`src/rtl/mem_arbiter2.sv`:
```
// Two-master arbiter for one single-ported, one-cycle-read-latency 32-bit memory.
// Define MEM_ARB_FAIR_EN for burst-bounded arbitration; otherwise m0 has fixed priority.
module mem_arbiter2 #(
  parameter int ADDR_WIDTH = 32,
  parameter int MAX_BURST  = 4
) (
  input  logic                  clk,
  input  logic                  rstn,
  input  logic                  m0_valid,
  output logic                  m0_ready,
  input  logic                  m0_write,
  input  logic [3:0]            m0_wmask,
  input  logic [31:0]           m0_wdata,
  input  logic [ADDR_WIDTH-1:0] m0_addr,
  output logic                  m0_rvalid,
  output logic [31:0]           m0_rdata,
  input  logic                  m1_valid,
  output logic                  m1_ready,
  input  logic                  m1_write,
  input  logic [3:0]            m1_wmask,
  input  logic [31:0]           m1_wdata,
  input  logic [ADDR_WIDTH-1:0] m1_addr,
  output logic                  m1_rvalid,
  output logic [31:0]           m1_rdata,
  output logic                  mem_valid,
  output logic                  mem_write,
  output logic [3:0]            mem_wmask,
  output logic [31:0]           mem_wdata,
  output logic [ADDR_WIDTH-1:0] mem_addr,
  input  logic [31:0]           mem_rdata
);

  typedef enum logic [1:0] {
    GNT_NONE,
    GNT_M0,
    GNT_M1
  } gnt_e;

  gnt_e gnt;

  logic resp_pending_q, resp_pending_d;
  logic resp_owner_q, resp_owner_d;

  if (MAX_BURST < 1 || MAX_BURST > 15) begin : g_bad_max_burst
    $error("mem_arbiter2: MAX_BURST must be in 1..15");
  end

`ifdef MEM_ARB_FAIR_EN
  localparam logic [3:0] BURST_MAX = 4'(MAX_BURST);

  logic       last_q, last_d;
  logic [3:0] burst_q, burst_d;

  // On contention the last owner keeps the port until its run reaches BURST_MAX.
  always_comb begin
    gnt = GNT_NONE;
    if (m0_valid && m1_valid) begin
      if (burst_q < BURST_MAX) begin
        gnt = last_q ? GNT_M1 : GNT_M0;
      end else begin
        gnt = last_q ? GNT_M0 : GNT_M1;
      end
    end else if (m0_valid) begin
      gnt = GNT_M0;
    end else if (m1_valid) begin
      gnt = GNT_M1;
    end
  end

  always_comb begin
    last_d  = last_q;
    burst_d = '0;
    if (gnt != GNT_NONE) begin
      if ((gnt == GNT_M1) == last_q) begin
        burst_d = (burst_q < BURST_MAX) ? burst_q + 4'd1 : BURST_MAX;
      end else begin
        last_d  = (gnt == GNT_M1);
        burst_d = 4'd1;
      end
    end
  end

  always_ff @(posedge clk) begin
    if (!rstn) begin
      last_q  <= 1'b0;
      burst_q <= '0;
    end else begin
      last_q  <= last_d;
      burst_q <= burst_d;
    end
  end
`else
  always_comb begin
    gnt = GNT_NONE;
    if (m0_valid) begin
      gnt = GNT_M0;
    end else if (m1_valid) begin
      gnt = GNT_M1;
    end
  end
`endif

  always_comb begin
    m0_ready       = (gnt == GNT_M0);
    m1_ready       = (gnt == GNT_M1);
    mem_valid      = (gnt != GNT_NONE);
    mem_write      = 1'b0;
    mem_wmask      = '0;
    mem_wdata      = m0_wdata;
    mem_addr       = m0_addr;
    resp_pending_d = 1'b0;
    resp_owner_d   = resp_owner_q;
    case (gnt)
      GNT_M0: begin
        mem_write      = m0_write;
        mem_wmask      = m0_wmask;
        resp_pending_d = !m0_write;
        resp_owner_d   = 1'b0;
      end
      GNT_M1: begin
        mem_write      = m1_write;
        mem_wmask      = m1_wmask;
        mem_wdata      = m1_wdata;
        mem_addr       = m1_addr;
        resp_pending_d = !m1_write;
        resp_owner_d   = 1'b1;
      end
      default: ;
    endcase
  end

  always_ff @(posedge clk) begin
    if (!rstn) begin
      resp_pending_q <= 1'b0;
      resp_owner_q   <= 1'b0;
    end else begin
      resp_pending_q <= resp_pending_d;
      resp_owner_q   <= resp_owner_d;
    end
  end

  assign m0_rvalid = resp_pending_q && !resp_owner_q;
  assign m1_rvalid = resp_pending_q && resp_owner_q;
  assign m0_rdata  = mem_rdata;
  assign m1_rdata  = mem_rdata;

endmodule
```
`config.mk`:
```
export PLATFORM = sky130hd
export DESIGN_NAME = mem_arbiter2
export DESIGN_NICKNAME = d
export VERILOG_FILES = /design/src/rtl/mem_arbiter2.sv
export SDC_FILE = /design/constraint.sdc
export NUM_CORES = 1
export LEC_CHECK = 0
export ABC_AREA = 1
export CAP_MARGIN = 0
export CORE_AREA = 2 2 122 124
export CTS_CLUSTER_SIZE = 28
export DETAILED_ROUTE_END_ITERATION = 16
export DIE_AREA = 0 0 124 126
export GPL_TIMING_DRIVEN = 0
export PLACE_DENSITY_LB_ADDON = 0.08
export SETUP_SLACK_MARGIN = 0.2
export SLEW_MARGIN = 20
export SYNTH_ARGS = -nofsm -noshare
export SYNTH_HDL_FRONTEND = slang
export SYNTH_SLANG_ARGS = --single-unit
export TNS_END_PERCENT = 20
```
`constraint.sdc`:
```
create_clock -name clk -period 2.5 [get_ports clk]
set_input_delay 0.625 -clock clk [delete_from_list [all_inputs] [get_ports clk]]
set_output_delay 0.625 -clock clk [all_outputs]
set_load 0.02 [all_outputs]
```
## Yosys cells after proc, flatten, opt, wreduce, memory -nomap -nowiden

Cells that the tools add are included.

| operators by class | value |
|---|---|
| mux-type cells | 8 |
| reductions and logical operators | 7 |
| equal/unequal tests | 2 |

Operators by type and width:

| cell | count |
|---|---|
| $mux W32 | 2 |
| $pmux W4 S2 | 1 |
| $pmux W1 S2 | 3 |
| $mux W2 | 2 |
| $reduce_bool A2 Y1 | 2 |
| $logic_not A1 Y1 | 3 |
| $eq A2 B1 Y1 const B | 1 |
| $eq A2 B2 Y1 const B | 1 |
| $logic_and A1 B1 Y1 | 2 |

| storage, ports and cells | value |
|---|---|
| output and inout port bits | 138 |
| input bits | 174 |
| register bits | 2 |
| logic and storage cells | 19 |

## Longest topological paths before layout

| logic depth | value |
|---|---|
| depth after elaboration | 4 |
| gate-level depth with buffers | 6 |
| depth with buffers taken out | 4 |

## Worst setup path before layout

OpenSTA, ideal clock, no wires.

| timing path | value |
|---|---|
| kind | input-to-output |
| start point | input m0_valid |
| end point | output mem_wdata[26] |
| arrival | 1.328 ns |
| cell stages on the path | 5 |
| path slack | 0.547 ns |
| path through | buf_4 nor2_8 buf_6 nand2_1 nand2_1 |

| between the ends | value |
|---|---|
| cells in the longest elaborated chain, start to end | 3 |

Ends and longest elaborated chain:

| what | RTL line | RTL |
|---|---|---|
| start: declaration | 9 | `input logic m0_valid,` |
| $mux W2 | 95 | `if (m0_valid) begin` |
| $eq A2 B2 Y1 | n/a |  |
| via m1_ready | 18 | `output logic m1_ready,` |
| $mux W32 | 113 | `case (gnt)` |
| end: declaration | 28 | `output logic [31:0] mem_wdata,` |

The timed path passes the listed nets, and every way through them passes these cells.

## Final worst setup path

| timing path | value |
|---|---|
| start point | input m1_valid |
| end point | output mem_wdata[23] |

| between the ends | value |
|---|---|
| cells in the longest elaborated chain, start to end | 4 |

Ends and longest elaborated chain:

| what | RTL line | RTL |
|---|---|---|
| start: declaration | 17 | `input logic m1_valid,` |
| $mux W2 | 97 | `end else if (m1_valid) begin` |
| $mux W2 | 95 |  |
| $eq A2 B2 Y1 | 113 |  |
| $mux W32 | 113 |  |

No other way between the ends.

==> metrics.md <==
| Metric | Value |
|---|---|
| Outcome | `finished, final reports clean` |
| Vias in the first global route | `2,555` |
| Flops & latches, synth | `2` |
| Critical R2R Capture | `resp_owner_q$_SDFFE_PN0P_` |
| Via-to-Cell Ratio | `3.449` |
| Period Utilization, post-route | `0.9422` |
| Worst Setup Start Kind | `input pin` |
| Slowest stage cell, crit path | `clkdlybuf4s15_1` |
| Register share of total power | `0.030` |
| Sequential element share of the synthesized area | `0.02606` |
| Crit path buf inv count | `5` |
| Die ar. | `15,620 µm²` |
| LEAKAGE | `2.252 nW` |
| Placed Cells | `765` |
| CP Class | `input pin to output pin` |
| Clock transition at path regs | `0.03 ns` |
| Clk Latency, worst-skew pair | `approximately 0.22 ns` |
| Fmax | `roughly 420 MHz` |
| Post-Synthesis Cell Area | `1536 µm²` |
| RSZ-0062 raised after global routing | `yes` |
| Pins Over Slew Limit | `0` |
| MaxCap Viol Count | `0` |
| Num Clock Sinks | `2` |
| Required time of the critical path | `around 1.9 ns` |
| Area growth syn-to-layout | `190.5%` |
| Worst Tran Pin Value | `0.2427 ns` |
| Most common cell after layout, fill and taps aside | `nand2_1` |
| Port bufs | `around 280` |
| Ys Warns | `0` |
| Nets | `764` |
| Drt first pass iters | `4` |
| Overflow after GRT | `0` |
| Post-CTS Hold Buffers | `0` |
| Initial Util | `0.1073` |
| 1st-iter DRT viols | `roughly 40` |
| Final cell area excluding filler cells | `4463 µm²` |
| Site Rows | `44` |
| Hold Violations, Final | `0` |
| Setup-failing EPs final | `0` |
| Peak fanout along the critical path | `10` |
| Sw Ratio | `0.3704` |
| Kind of cell adding the most delay to the critical path | `buffers and inverters` |
| Die height | `about 130 µm` |
| Fin cells | `772` |
| Flop2flop setup slack | `1.86 ns` |
| Critical Path Sink Type | `output pin` |
| CTS root buffer | `clkbuf_16` |
| Post-synth cell types | `11` |
| Syn Area/Cell | `5.071 µm²` |
| Via count | `approximately 2,700` |
| Antenna Cells | `0` |
| Tmin final | `2.355 ns` |
| CTS Buf Count | `3` |
| Slew HR | `0.8377` |
| Internal Pwr Total | `0.7333 mW` |
| DPL Wire Length | `7.712 mm` |
| Clock skew | `0 ns` |
| First-pass GRT wire length | `roughly 13 mm` |
| CP peak stage delay | `~0.32 ns` |
| GRT Total Usage | `0.1019` |
| HP Start | `resp_owner_q$_SDFFE_PN0P_` |
| H-tree Lvls | `1` |
| Pwr dens | `260.9 nW/µm²` |
| Placeable core area | `14,310 µm²` |
| Die X | `between 100 and 150 µm` |
| Largest net degree at the start of global routing | `11` |
| Top Ports | `312` |
| Logic gate share of total power | `0.760` |
| Post-DP Area | `4549 µm²` |
| WL final | `about 8.9 mm` |
| Initial antenna violation count | `0` |
| Max IR drop VDD | `about 260 µV` |
| Net Switching | `0.4313 mW` |
| Most frequent CP cell | `nand2_1` |
| Syn nets | `477` |
| Routed Antenna Nets | `0` |
| CP arrival | `between 1.5 and 2 ns` |
| Hold WC Path Type | `register to register` |
| Crit-path cells | `clkdlybuf4s15_2, inv_2, nor2_8, buf_4, buf_6, nand2_1, nand2_1, clkdlybuf4s15_1` |
| Reg2Reg Depth | `2` |
| Hold Path Cell Cnt | `2` |
| Fraction of layout cells with a size suffix above 1 | `0.2398` |
| Mapped Cells | `303` |
| TritonCTS clock tree | `yes` |
| Routed wire per std cell | `11.55 µm` |
| DRC viols | `0` |
| Gpl congestion | `0.7649` |
| Worst Setup SP | `m1_valid` |
| Clock Tree Buf Depth | `2` |
| Worst R2R Start | `resp_owner_q$_SDFFE_PN0P_` |
| Clock power frac | `0.210` |
| Hold EP | `resp_owner_q$_SDFFE_PN0P_` |
| Commonest non-fill, non-tap cells in the layout | `212 x nand2_1, 207 x clkdlybuf4s50_1, 72 x buf_4, 24 x clkbuf_2, 18 x clkdlybuf4s15_1` |
| Final Util | `0.3118` |
registers in the layout, summed over array words and instances (netlist names):
name and count:
resp_pending_q 1, resp_owner_q 1
repair_timing:
action	in CTS	in global routing
endpoints found under the hold margin	0	0
setup endpoints to repair	71	69
setup buffers	4	0
pin swaps	1	1
gates cloned	0	0
resized for setup	163	59
logic make-up (layout without fill, tap and decap cells):
| logic type | count (synthesis) | after routing | synth area share |
|---|---|---|---|
| and+or+nand+nor | 217 | 217 | 0.5456 |
| DFF | 2 | 2 | 0.02606 |
| AOI/OAI and AO/OA | 1 | 1 | 0.003254 |
| buffers and inverters | 83 | 368 | 0.4251 |
per-layer routing:
metal / track usage / wire length (µm)
met5: 0 / 0
met4: 0.01917 / 81
met3: 0.02899 / 1067
met2: 0.2140 / 4923
met1: 0.09394 / 2845
final cells by class:
type | instances | area [µm²]
plain buffers | 79 | 641.9
clock buffers | 3 | 75.07
fillers | 1610 | 9851
inverters | 4 | 15.01
multi-input cells | 218 | 843.3
flip-flops and latches | 2 | 40.04
well taps | 184 | 230.2
repair buffers | 282 | 2618
power groups by stage:
stage               logic [mW]  registers, mW  clock network [mW]
CTS                      0.910         0.0352               0.253
global route             0.952         0.0357               0.256
floorplan                0.415         0.0352                   0
global placement         0.954         0.0354                   0
detailed placement       0.956         0.0355                   0
finish                   0.885         0.0352               0.244
cell usage after synthesis (all sizes together):
library cell    n  area share
inv             4      0.0098
clkbuf          1      0.0024
nor2            4       0.020
o21ai           1      0.0033
dfxtp           2       0.026
nand2         213        0.53
buf            78        0.41
stage by stage:
stage	worst slack [ns]	hold slack (ns)	setup TNS, ns	total power [mW]
floorplan	0.5466	0.4963	0	0.4498
global placement	-0.5636	0.5432	-36.37	0.9891
detailed placement	-0.6028	0.5437	-38.86	0.9913
CTS	0.09876	0.5673	0	1.197
global route	0.07518	0.6424	0	1.243
finish	0.1445	0.5599	0	1.165
tightest hold or removal path: stages (launching register included):
cell and delay, ns:
dfxtp_1 0.34, o21ai_0 0.10, nor2_1 0.08
worst max path at each step:
stage | slack (ns) | cells past startpoint | endpoint
floorplan | 0.55 | 5 | mem_wdata[26]
global placement | -0.56 | 7 | mem_addr[6]
detailed placement | -0.60 | 7 | mem_addr[6]
CTS | 0.1 | 8 | mem_wdata[11]
global route | 0.08 | 8 | mem_wdata[23]
finish | 0.14 | 8 | mem_wdata[23]
Power figures use the tool's default switching activity.
